[src/rtl/uart_tx_mmio.sv]
`timescale 1ns/1ps
// uart_tx_mmio: memory-mapped 8N1 UART transmitter with a byte FIFO, STATUS and CTRL registers
module uart_tx_mmio #(
  parameter logic [31:0] BASE_ADDR    = 32'h0000_1000,
  parameter int          CLKS_PER_BIT = 868,
  parameter int          FIFO_DEPTH   = 4
) (
  input  logic        clk,
  input  logic        rst_n,
  input  logic        rd_en_i,
  input  logic        wr_en_i,
  input  logic [31:0] addr_i,
  input  logic [31:0] data_i,
  output logic [31:0] data_o,
  output logic        hit_o,
  output logic        tx_o,
  output logic        busy_o
);
  localparam int AW = $clog2(FIFO_DEPTH);
  localparam int CW = AW + 1;
  localparam int BW = $clog2(CLKS_PER_BIT + 1);
  typedef enum logic [1:0] {IDLE, START, DATA, STOP} state_t;
  state_t        r_state, w_state_nxt;
  logic [BW-1:0] r_baud, w_baud_nxt;
  logic [2:0]    r_bit, w_bit_nxt;
  logic [7:0]    r_shift, w_shift_nxt;
  logic          r_tx, w_tx_nxt;
  logic [7:0]    r_mem [FIFO_DEPTH];
  logic [AW-1:0] r_wp, r_rp;
  logic [CW-1:0] r_cnt;
  logic          r_ovf, r_en;
  logic [31:0]   w_rel, w_status;
  logic [1:0]    w_off;
  logic          w_full, w_empty, w_push_req, w_push, w_pop, w_ovf_evt, w_st_rd, w_bit_end;
  logic          w_unused;
  assign w_rel      = addr_i - BASE_ADDR;
  assign hit_o      = w_rel < 32'd16;
  assign w_off      = w_rel[3:2];
  assign w_unused   = ^{data_i[31:8], w_rel[1:0]};
  assign w_full     = r_cnt == CW'(FIFO_DEPTH);
  assign w_empty    = r_cnt == '0;
  assign w_push_req = hit_o && wr_en_i && w_off == 2'd0;
  assign w_pop      = r_state == IDLE && r_en && !w_empty;
  // A pop on the same edge frees the slot, so a push at full still lands
  assign w_push     = w_push_req && (!w_full || w_pop);
  assign w_ovf_evt  = w_push_req && w_full && !w_pop;
  assign w_st_rd    = hit_o && rd_en_i && w_off == 2'd1;
  assign w_bit_end  = r_baud == BW'(CLKS_PER_BIT - 1);
  assign w_status   = {23'd0, 5'(r_cnt), r_ovf, r_state != IDLE, w_empty, w_full};
  assign data_o     = !(hit_o && rd_en_i) ? '0 :
                      w_off == 2'd1 ? w_status :
                      w_off == 2'd2 ? {31'd0, r_en} : '0;
  assign tx_o       = r_tx;
  assign busy_o     = r_state != IDLE || !w_empty;
  always_ff @(posedge clk or negedge rst_n) begin
    if (!rst_n) begin
      r_wp  <= '0;
      r_rp  <= '0;
      r_cnt <= '0;
      r_ovf <= 1'b0;
      r_en  <= 1'b1;
    end else begin
      if (w_push) r_wp <= r_wp + AW'(1);
      if (w_pop) r_rp <= r_rp + AW'(1);
      r_cnt <= r_cnt + CW'(w_push) - CW'(w_pop);
      r_ovf <= w_ovf_evt || (r_ovf && !w_st_rd);
      if (hit_o && wr_en_i && w_off == 2'd2) r_en <= data_i[0];
    end
  end
  always_ff @(posedge clk) begin
    if (w_push) r_mem[r_wp] <= data_i[7:0];
  end
  always_ff @(posedge clk or negedge rst_n) begin
    if (!rst_n) begin
      r_state <= IDLE;
      r_baud  <= '0;
      r_bit   <= '0;
      r_shift <= '0;
      r_tx    <= 1'b1;
    end else begin
      r_state <= w_state_nxt;
      r_baud  <= w_baud_nxt;
      r_bit   <= w_bit_nxt;
      r_shift <= w_shift_nxt;
      r_tx    <= w_tx_nxt;
    end
  end
  always_comb begin
    w_state_nxt = r_state;
    case (r_state)
      IDLE:    if (w_pop) w_state_nxt = START;
      START:   if (w_bit_end) w_state_nxt = DATA;
      DATA:    if (w_bit_end && r_bit == 3'd7) w_state_nxt = STOP;
      STOP:    if (w_bit_end) w_state_nxt = IDLE;
      default: w_state_nxt = IDLE;
    endcase
  end
  // The line bit always follows shift[0] while in DATA; the register shifts at each bit end
  always_comb begin
    w_baud_nxt  = (r_state == IDLE || w_bit_end) ? '0 : r_baud + BW'(1);
    w_bit_nxt   = r_state != DATA ? '0 : w_bit_end ? r_bit + 3'd1 : r_bit;
    w_shift_nxt = w_pop ? r_mem[r_rp] : (r_state == DATA && w_bit_end) ? r_shift >> 1 : r_shift;
    w_tx_nxt    = w_state_nxt == START ? 1'b0 : w_state_nxt == DATA ? w_shift_nxt[0] : 1'b1;
  end
endmodule
[config.mk]
export PLATFORM = sky130hd
export DESIGN_NAME = uart_tx_mmio
export DESIGN_NICKNAME = d
export VERILOG_FILES = /design/src/rtl/uart_tx_mmio.sv
export SDC_FILE = /design/constraint.sdc
export NUM_CORES = 1
export LEC_CHECK = 0
export BUFFER_PORTS_ARGS = -buffer_cell sky130_fd_sc_hd__buf_2
export CORE_MARGIN = 2
export CORE_UTILIZATION = 50
export DETAILED_ROUTE_END_ITERATION = 16
export PLACE_DENSITY = 0.79
export SYNTH_ARGS = -nofsm -noshare
export SYNTH_HDL_FRONTEND = slang
export SYNTH_SLANG_ARGS = --single-unit
[constraint.sdc]
create_clock -name clk -period 3.1 [get_ports clk]
set_clock_uncertainty 0.05 [all_clocks]
set_input_delay 0.31 -clock clk [delete_from_list [all_inputs] [get_ports clk]]
set_output_delay 0.31 -clock clk [all_outputs]
set_load 0.02 [all_outputs]
# Word level (Yosys, flattened, before mapping)
# Memories as Yosys holds them, arrays and structs flattened.
# Index checks and enable logic that the tools add are counted.
word_totals:
  mem_bits_rw: 32
  out_inout_bits: 35
  input_bits: 68
  latchBits: 0
  mem_count: 1
  elab_cells: 75
  register_bits: 33
  romBits: 0
memory_table:
  columns: ["memory", "words", "word_bits", "read_ports", "rd_clocked_by_memory_dff", "write_ports", "line", "text"]
  rows:
  - ["r_mem", 4, 8, 1, 0, 1, "28", "logic [7:0] r_mem [FIFO_DEPTH];"]
op_classes:
  multipliers: 0
  n_reduce_logical: 27
  n_eq_ne: 11
  n_shift: 0
  bitwise: 0
  div: 0
  n_mux: 17
  magnitude_cmp: 1
  addsub: 7
ops:
  columns: ["op", "count"]
  rows:
  - ["$lt A32 B5 Y1 const B", 1]
  - ["$sub A32 B13 Y32 const B", 1]
  - ["$mux W8", 2]
  - ["$mux W7", 2]
  - ["$logic_and A1 B1 Y1", 13]
  - ["$add A10 B1 Y10 const B", 1]
  - ["$eq A10 B10 Y1 const B", 1]
  - ["$mux W10", 1]
  - ["$eq A2 B2 Y1 const B", 4]
  - ["$mux W2", 4]
  - ["$pmux W2 S4", 1]
  - ["$eq A2 B1 Y1 const B", 3]
  - ["$eq A3 B3 Y1 const B", 2]
  - ["$mux W3", 2]
  - ["$reduce_bool A2 Y1", 3]
  - ["$mux W1", 5]
  - ["$add A2 B1 Y2 const B", 2]
  - ["$logic_not A1 Y1", 4]
  - ["$logic_not A2 Y1", 2]
  - ["$logic_or A1 B1 Y1", 4]
  - ["$add A3 B1 Y3", 1]
  - ["$add A3 B1 Y3 const B", 1]
  - ["$logic_not A3 Y1", 1]
  - ["$sub A3 B1 Y3", 1]
  - ["$ne A2 B2 Y1 const B", 1]

# Logic depth before layout (Yosys ltp)
# Gate-level depths: netlist of run 1.
depth:
  ltp_word: 8
  depth_mapped: 11
  ltp_nobuf: 10

# Least setup slack after synthesis of run 1
# No wires, ideal clock.
synth_timing:
  kind: "register to register"
  start: "register r_en"
  end: "register r_cnt[2]"
  arrival_ps: 2579
  stages_incl_launch_ff: 11
  slack_ps: 347
  synth_period_minus_slack_ps: 2753
  n_path_buf: 0
  required_ps: 2926
  cell_sequence: "dfstp_2 -> or3b_1 -> and3_4 -> nor4b_4 -> inv_1 -> ha_1 -> inv_1 -> ha_1 -> fa_1 -> xor2_1 -> xnor2_1"
synth_via:
  elab_chain_len: 6
synth_lines:
  columns: ["element", "line", "text"]
  rows:
  - ["start: declaration", "31", "logic r_ovf, r_en;"]
  - ["start signal: assignment", "67", "if (hit_o && wr_en_i && w_off == 2'd2) r_en <= data_i[0];"]
  - ["$logic_and A1 B1 Y1 (*) (2 in series)", "43", "assign w_pop = r_state == IDLE && r_en && !w_empty;"]
  - ["$logic_or A1 B1 Y1", "45", "assign w_push = w_push_req && (!w_full || w_pop);"]
  - ["$logic_and A1 B1 Y1", "45", null]
  - ["$add A3 B1 Y3", "65", "r_cnt <= r_cnt + CW'(w_push) - CW'(w_pop);"]
  - ["$sub A3 B1 Y3 (*)", "65", null]
  - ["end signal: assignment", "65", null]
  - ["end: declaration", "30", "logic [CW-1:0] r_cnt;"]
# Every way passes the cells marked *; elsewhere a longest branch is shown, timed or not.
# A chain may end at the register's enable or synchronous reset.

# Worst setup path in the final report of run 1
# Ends and elaborated chain as after synthesis.

==> results of run 1 <==
-- layout make-up --
cell class | instances | share of cell area
clock buffers | 9 | 0.0337
flip-flops and latches | 65 | 0.487
well taps | 77 | 0.0262
repair buffers | 57 | 0.0823
clock inverters | 7 | 0.0208
multi-input cells | 173 | 0.341
inverters | 9 | 0.00919
-- per-layer routing --
| layer | GRT usage | wire [um] |
|---|---|---|
| met3 | 0.0482 | 236 |
| met2 | 0.271 | 2670 |
| met5 | 0 | 0 |
| met1 | 0.201 | 2270 |
| met4 | 0.0777 | 75 |
-- sequential cells by signal, indices dropped and copies added (netlist names) --
register and flops:
r_shift 8, r_baud 10, r_mem 32, r_wp 2
tx_o 1, r_rp 2, r_cnt 3, r_en 1
r_ovf 1, r_state 2, r_bit 3
-- cells in the mapped netlist (all sizes together), types with 2 or more instances --
library cell and number:
a21oi 4, and2 9, and3 3, and4 2, buf 30, clkbuf 3
dfrtp 31, dfstp 2, edfxtp 32, ha 9, inv 8, mux2 2
mux2i 6, mux4 8, nand2 14, nand2b 2, nand3 18, nand4 3
nor2 18, nor2b 3, nor3 5, nor4 8, nor4b 2, or2 3
or3b 2, xnor2 9, xor2 6
-- cell families (layout without fill, tap and decap cells) --
group / after synthesis / in the layout
simple gates: 97 / 97
mux: 16 / 16
fa+ha+maj: 10 / 10
buf+inv: 42 / 82
xor+xnor: 15 / 15
compound gates: 10 / 10
other cells: 1 / 25
flops: 65 / 65
-- critical path, stage by stage, from the launching register on --
cell and delay (ps):
dfstp_2 550, or3b_1 370, and3_4 210, nor4b_4 250, inv_1 70, ha_1 280, inv_1 40, ha_1 180
fa_1 380, xor2_1 160, xnor2_1 120
-- where the power goes --
group / internal (W) / leakage [nW] / switching, W
registers: 0.000906 / 0.721 / 0.000000000685
clock network: 0.000378 / 0.0966 / 0.000343
logic: 0.0000224 / 0.769 / 0.0000498
-- placed cells by master, fill, tap and decap left out, drive strengths merged, types with 8 or more instances in the layout --
| master | instances |
|---|---|
| nand3 | 18 |
| conb | 25 |
| nor4 | 8 |
| edfxtp | 32 |
| xnor2 | 9 |
| buf | 56 |
| dfrtp | 31 |
| nor2 | 18 |
| ha | 9 |
| and2 | 9 |
| mux4 | 8 |
| inv | 11 |
| nand2 | 14 |
| clkbuf | 9 |
-- through the flow --
step	hold slack, ps	setup WS [ps]	total power, W
global route	113	166	0.00176
global placement	352	367	0.000993
CTS	114	310	0.00171
finish	123	332	0.00170
detailed placement	372	314	0.000995
floorplan	-35.6	347	0.000980
-- worst paths after layout --
path / startpoint / to / cells after the start
max in group asynchronous: rst_n / r_baud[0] / 2
max: r_en / r_cnt[2] / 10
min reg2reg: r_baud[0] / r_baud[0] / 1
min in group asynchronous: rst_n / r_baud[6] / 2
max reg2reg: r_en / r_cnt[2] / 10
min: data_i[2] / r_mem[0][2] / 1
-- repair_timing --
item	in CTS	in global routing
hold buffers	1	0
gates resized for setup	0	0
hold endpoints to repair	10	0
==> summary.txt, run 1 <==
Floorplanning
  • Core ar.: 0.00628 mm^2
  • Initial Util: 0.514
  • Boundary Pins: 103
  • Die Wd: 84.3 um
  • Die Footprint: 0.00711 mm^2
  • Row count: 29
  • Die Height: 84.3 um

Yosys
  • Top_reg_cell synth: edfxtp_1
  • Post-synthesis compound-gate area fraction: 0.0229
  • Ys async rst share: 0.508
  • Mean post-synth cell area: 12.6 um^2
  • Synth Area in Adders: 0.0411
  • Simple-gate share of the synthesized area: 0.173
  • XOR/XNOR share of the synthesized area: 0.0407
  • Ranking of synthesized cells by area: edfxtp_1 (30%), dfrtp_1 (24%), buf_4 (5.8%), mux4_2 (5.6%), ha_1 (3.5%)
  • Syn. warnings: 0
  • Syn Inst Count: 256
  • Mux cell area share after synthesis: 0.0827
  • Largest family of logic cells by synthesized area: simple AND/OR/NAND/NOR gates
  • EDFF count, synth: 32
  • #FFs+latches synth: 65
  • Share of the yosys chip area belonging to registers: 0.555
  • Post-synth top area share: 0.298
  • Netlist Area Pre-Place: 0.00322 mm^2
  • Post-synth top area cell: edfxtp_1
  • Yosys cell types: 49

STA
  • FMAX: 361 MHz
  • Hold Vio Cnt, Final: 0
  • Final Slew Violations: 0
  • RSZ-0062 raised after global routing: no
  • Max-Slew Margin vs Limit: 0.512
  • Worst slew pin tran: 732 ps
  • Final setup viols: 0
  • Final Critical Period: 2770 ps
  • Sum Neg Setup Slack: 0 ps
  • Final Cycle Share: 0.893

Detailed routing
  • Drt pass-1 iters: 4
  • Starting DRT DRC Count: 121
  • WL/cell: 13.2 um
  • Vias: 2,025
  • Routed vias/inst: 5.10
  • Drc violations: 0
  • WL final: 5250 um
  • ANT nets after route: 0

Finish
  • Finished Cell Area: 0.00368 mm^2
  • Layout cells sized above 1: 0.309
  • Area delta synth->final: 14.0%
  • Final Instance Count excl. Fillers: 397
  • Post-layout util: 0.586
  • Fill cell instance count of the final layout: 512
  • Multi-input logic area: 0.00125 mm^2
  • N_diodes: 0
  • Layout net count: 393
  • Reg area: 0.00179 mm^2

Clock tree
  • H-Tree Depth: 3
  • Clock transition at path regs: 80 ps
  • Clock sink total: 65
  • Clock Path Buffers: 2
  • CTS tree: yes
  • TritonCTS buffer count: 9
  • Number of buffers added for setup after CTS: 0
  • Clock Latency Late Sink: 340 ps
  • CTS root buffer: clkbuf_8

Pwr
  • VDD IR-drop max: 0.329 mV
  • Power per Cell Area: 462 mW/mm^2
  • P_leak: 1.59 nW

Status
  • Outcome: complete, no violations

Global routing
  • First-pass GRT wire length: 9160 um
  • GRT Overall Usage: 0.165
  • Number of global-route vias before repair: 2,039
  • Initial antenna violation count: 0
  • Total grt overflow: 0
  • Largest net degree at the start of global routing: 34

Run
  • Max Cap Viol: 0

Worst setup path
  • Critical path class: reg -> reg
  • R2R Setup Slk: 330 ps
  • Setup crit start kind: flip-flop
  • Worst-path fanout max: 3
  • WP data arrival: 2950 ps
  • CP required: 3280 ps
  • Worst Setup End Kind: flip-flop

Placed design
  • Port Buffers: 51
  • Detailed Place HPWL: 3840 um
  • Placed insts: 380
  • DP Area: 0.00347 mm^2
  • GPL Wtd Cong: 0.762

Worst hold path
  • Hold Crit Class: in -> reg
No activity file was read; power rests on OpenSTA's default activity.
==> inputs of run 2 (changes only) <==
--- a/config.mk
+++ b/config.mk
@@ -7,9 +7,9 @@
 export LEC_CHECK = 0
 export BUFFER_PORTS_ARGS = -buffer_cell sky130_fd_sc_hd__buf_2
 export CORE_MARGIN = 2
-export CORE_UTILIZATION = 50
+export CORE_UTILIZATION = 45
 export DETAILED_ROUTE_END_ITERATION = 16
-export PLACE_DENSITY = 0.79
+export PLACE_DENSITY = 0.75
 export SYNTH_ARGS = -nofsm -noshare
 export SYNTH_HDL_FRONTEND = slang
 export SYNTH_SLANG_ARGS = --single-unit
==> constraint.sdc (replaced) <==
create_clock -name clk -period 2.44 [get_ports clk]
set_clock_uncertainty 0.05 [all_clocks]
set_input_delay 0.244 -clock clk [delete_from_list [all_inputs] [get_ports clk]]
set_output_delay 0.244 -clock clk [all_outputs]
set_load 0.02 [all_outputs]
==> run 2 against run 1 <==
  * The run now ends with negative setup slack left
  * Design area increased by 3.3%
  * Largest cell class unchanged
  * Sequential share of layout area decreased by 1.5 points
  * Sequential power increased by 27%
  * Die area increased by 11%
  * Via count increased by 0.44%
  * Maximum frequency increased by 3.0%
  * Sequential cell count unchanged
==> summary.txt, run 2 (synthesized netlist as in run 1, its figures left out) <==
Finish
  • N_diodes: 0 (unchanged)
  • Max FFs per register: 32 (unchanged)
  • Multi-input logic area: 0.00127 mm^2 (+1.4%)
  • Post-layout util: 0.553 (-0.0330)
  • Top reg by flops: r_mem
  • Reg area: 0.00179 mm^2 (unchanged)
  • Fill cell instance count of the final layout: 580 (+13%)
  • Layout net count: 401 (+2.0%)
  • Area delta synth->final: 17.8%
  • Final Instance Count excl. Fillers: 424 (+6.8%)
  • Most common cell after layout, fill and taps aside: buf_2
  • Layout cells sized above 1: 0.335 (+0.0260)
  • Biggest regs: r_mem x32, r_baud x10, r_shift x8
  • Commonest non-fill, non-tap cells in the layout: buf_2 (51), edfxtp_1 (32), dfrtp_1 (31)

Placed design
  • DP Worst Slack: -238 ps (-551 ps)
  • GPL Wtd Cong: 0.785 (+3.0%)
  • Detailed Place HPWL: 3960 um (+3.2%)
  • Placed insts: 405 (+6.6%)
  • Port Buffers: 51 (unchanged)

Global routing
  • Number of global-route vias before repair: 2,018 (-1.0%)
  • GRT Overall Usage: 0.156 (-0.00853)
  • First-pass GRT wire length: 9230 um (+0.75%)
  • Initial antenna violation count: 0 (unchanged)
  • Total grt overflow: 0 (unchanged)
  • Largest net degree at the start of global routing: 34 (unchanged)

Clock tree
  • Clock sink total: 65 (unchanged)
  • TritonCTS buffer count: 9 (unchanged)
  • CTS root buffer: clkbuf_8
  • CTS tree: yes
  • Clock transition at path regs: 70 ps (about the same)
  • Clock Path Buffers: 2 (unchanged)
  • H-Tree Depth: 3 (unchanged)
  • Clock Latency Late Sink: 340 ps (about the same)

Status
  • Outcome: finished, violations left
  • Failing checks: negative setup slack

Floorplanning
  • Boundary Pins: 103 (unchanged)
  • Initial Util: 0.469 (-0.0443)
  • Row count: 30 (+3.4%)
  • Core ar.: 0.00687 mm^2 (+9.4%)
  • Die Wd: 88.6 um (+5.1%)
  • Die Footprint: 0.00786 mm^2 (+11%)
  • Die Height: 88.6 um (+5.1%)

Worst setup path
  • R2R Setup Slk: -250 ps (-580 ps)
  • Family with the most delay on the worst path: simple AND/OR/NAND/NOR gates
  • Setup crit start kind: flip-flop
  • WP buf/inv: 2 (unchanged)
  • CP required: 2620 ps (-660 ps)
  • Worst Setup End Kind: flip-flop
  • Worst-path fanout max: 2 (-1)
  • WP data arrival: 2870 ps (-80 ps)
  • Crit-path cells: or3b_4 -> and3_4 -> nor4b_4 -> inv_1 -> ha_1 -> inv_2 -> ha_4 -> fa_2 -> xor2_1 -> xnor2_1
  • Critical path class: reg -> reg
  • Slowest CP cell: dfstp_2
  • Max incr delay on CP: 530 ps (-20 ps)

Run
  • Max Cap Viol: 0 (unchanged)

STA
  • Worst slew pin tran: 727 ps (-4.77 ps)
  • Final Slew Violations: 0 (unchanged)
  • Final setup viols: 2 (+2)
  • Final Critical Period: 2690 ps (-80.5 ps)
  • Max-Slew Margin vs Limit: 0.515 (+0.00318)
  • Final Cycle Share: 1.10 (+0.209)
  • RSZ-0062 raised after global routing: yes
  • Hold Vio Cnt, Final: 0 (unchanged)
  • FMAX: 372 MHz (+3.0%)
  • Worst Setup Slack, final: -248 ps (-579 ps)
  • Sum Neg Setup Slack: -352 ps (-352 ps)

Pwr
  • P_leak: 1.64 nW (+3.3%)
  • VDD IR-drop max: 0.466 mV (+42%)
  • Clock power frac: 0.446 (+0.022)
  • NetSw: 0.000484 W (+23%)
  • P_int: 0.00176 W (+35%)
  • Combinational fraction of design power: 0.042 (about the same)
  • Sw Ratio: 0.216 (-0.0156)
  • Power per Cell Area: 591 mW/mm^2 (+28%)
  • Sequential share of power: 0.513 (-0.020)

Detailed routing
  • Vias: 2,034 (+0.44%)
  • Drt pass-1 iters: 6 (+2)
  • Drc violations: 0 (unchanged)
  • Routed vias/inst: 4.80 (-6.0%)
  • Starting DRT DRC Count: 88 (-27%)
  • WL final: 5520 um (+5.1%)
  • WL/cell: 13.0 um (-1.6%)
  • ANT nets after route: 0 (unchanged)

Worst hold path
  • Hold Crit Class: in -> reg
## run 2: changes by cell type in the layout (fill, tap and decap cells not counted), moves of 2 or more
cell	delta
clkinv_4	+2
clkinvlp_4	-2
buf_4	+8
inv_6	-2
## run 2: path summary, 6_finish.rpt
| check | depth (start not counted) | end | startpoint |
|---|---|---|---|
| min in group asynchronous | 2 | r_baud[2] | rst_n |
| max in group asynchronous | 2 | r_shift[5] | rst_n |
| worst max-delay path | 10 | r_cnt[2] | r_en |
| worst min register to register | 1 | r_baud[0] | r_baud[0] |
| worst max register to register | 10 | r_cnt[2] | r_en |
| worst min-delay path | 1 | r_mem[3][3] | data_i[3] |
## run 2: power groups by stage
stage | logic (W) | registers (W) | clock network, W
after floorplan | 0.0000711 | 0.00117 | 0
after global placement | 0.0000889 | 0.00117 | 0
after detailed placement | 0.0000917 | 0.00117 | 0
after CTS | 0.0000929 | 0.00115 | 0.00103
after global routing | 0.000105 | 0.00115 | 0.00108
final | 0.0000932 | 0.00115 | 0.00100
## run 2: metal layers
layer / GRT usage / share of wire / wire length [um]
met4: 0.0730 / 0.015 / 83
met3: 0.0476 / 0.041 / 224
met1: 0.191 / 0.43 / 2390
met5: 0 / 0 / 0
met2: 0.254 / 0.51 / 2830
## run 2: timing repair
action | CTS | global route
hold buffers | 1 | 0
setup buffers | 1 | 1
resized for setup | 2 | 2
endpoints found under the setup margin | 2 | 2
hold endpoints to repair | 31 | 0
## run 2: metrics by stage
stage	cell area, um^2	total power, W	hold slack, ps
2_1_floorplan	3320	0.00124	-102
3_3_place_gp	3540	0.00126	289
3_5_place_dp	3540	0.00127	295
4_1_cts	3780	0.00228	44.0
5_1_grt	3800	0.00233	56.4
6_report	3800	0.00224	64.5
## run 2: cell type report
type,count,area share
Sequential cell,65,0.471
Multi-Input combinational cell,173,0.335
Timing Repair Buffer,65,0.0956
Clock buffer,10,0.0336
Tap cell,96,0.0316
Clock inverter,6,0.0241
Inverter,9,0.00890
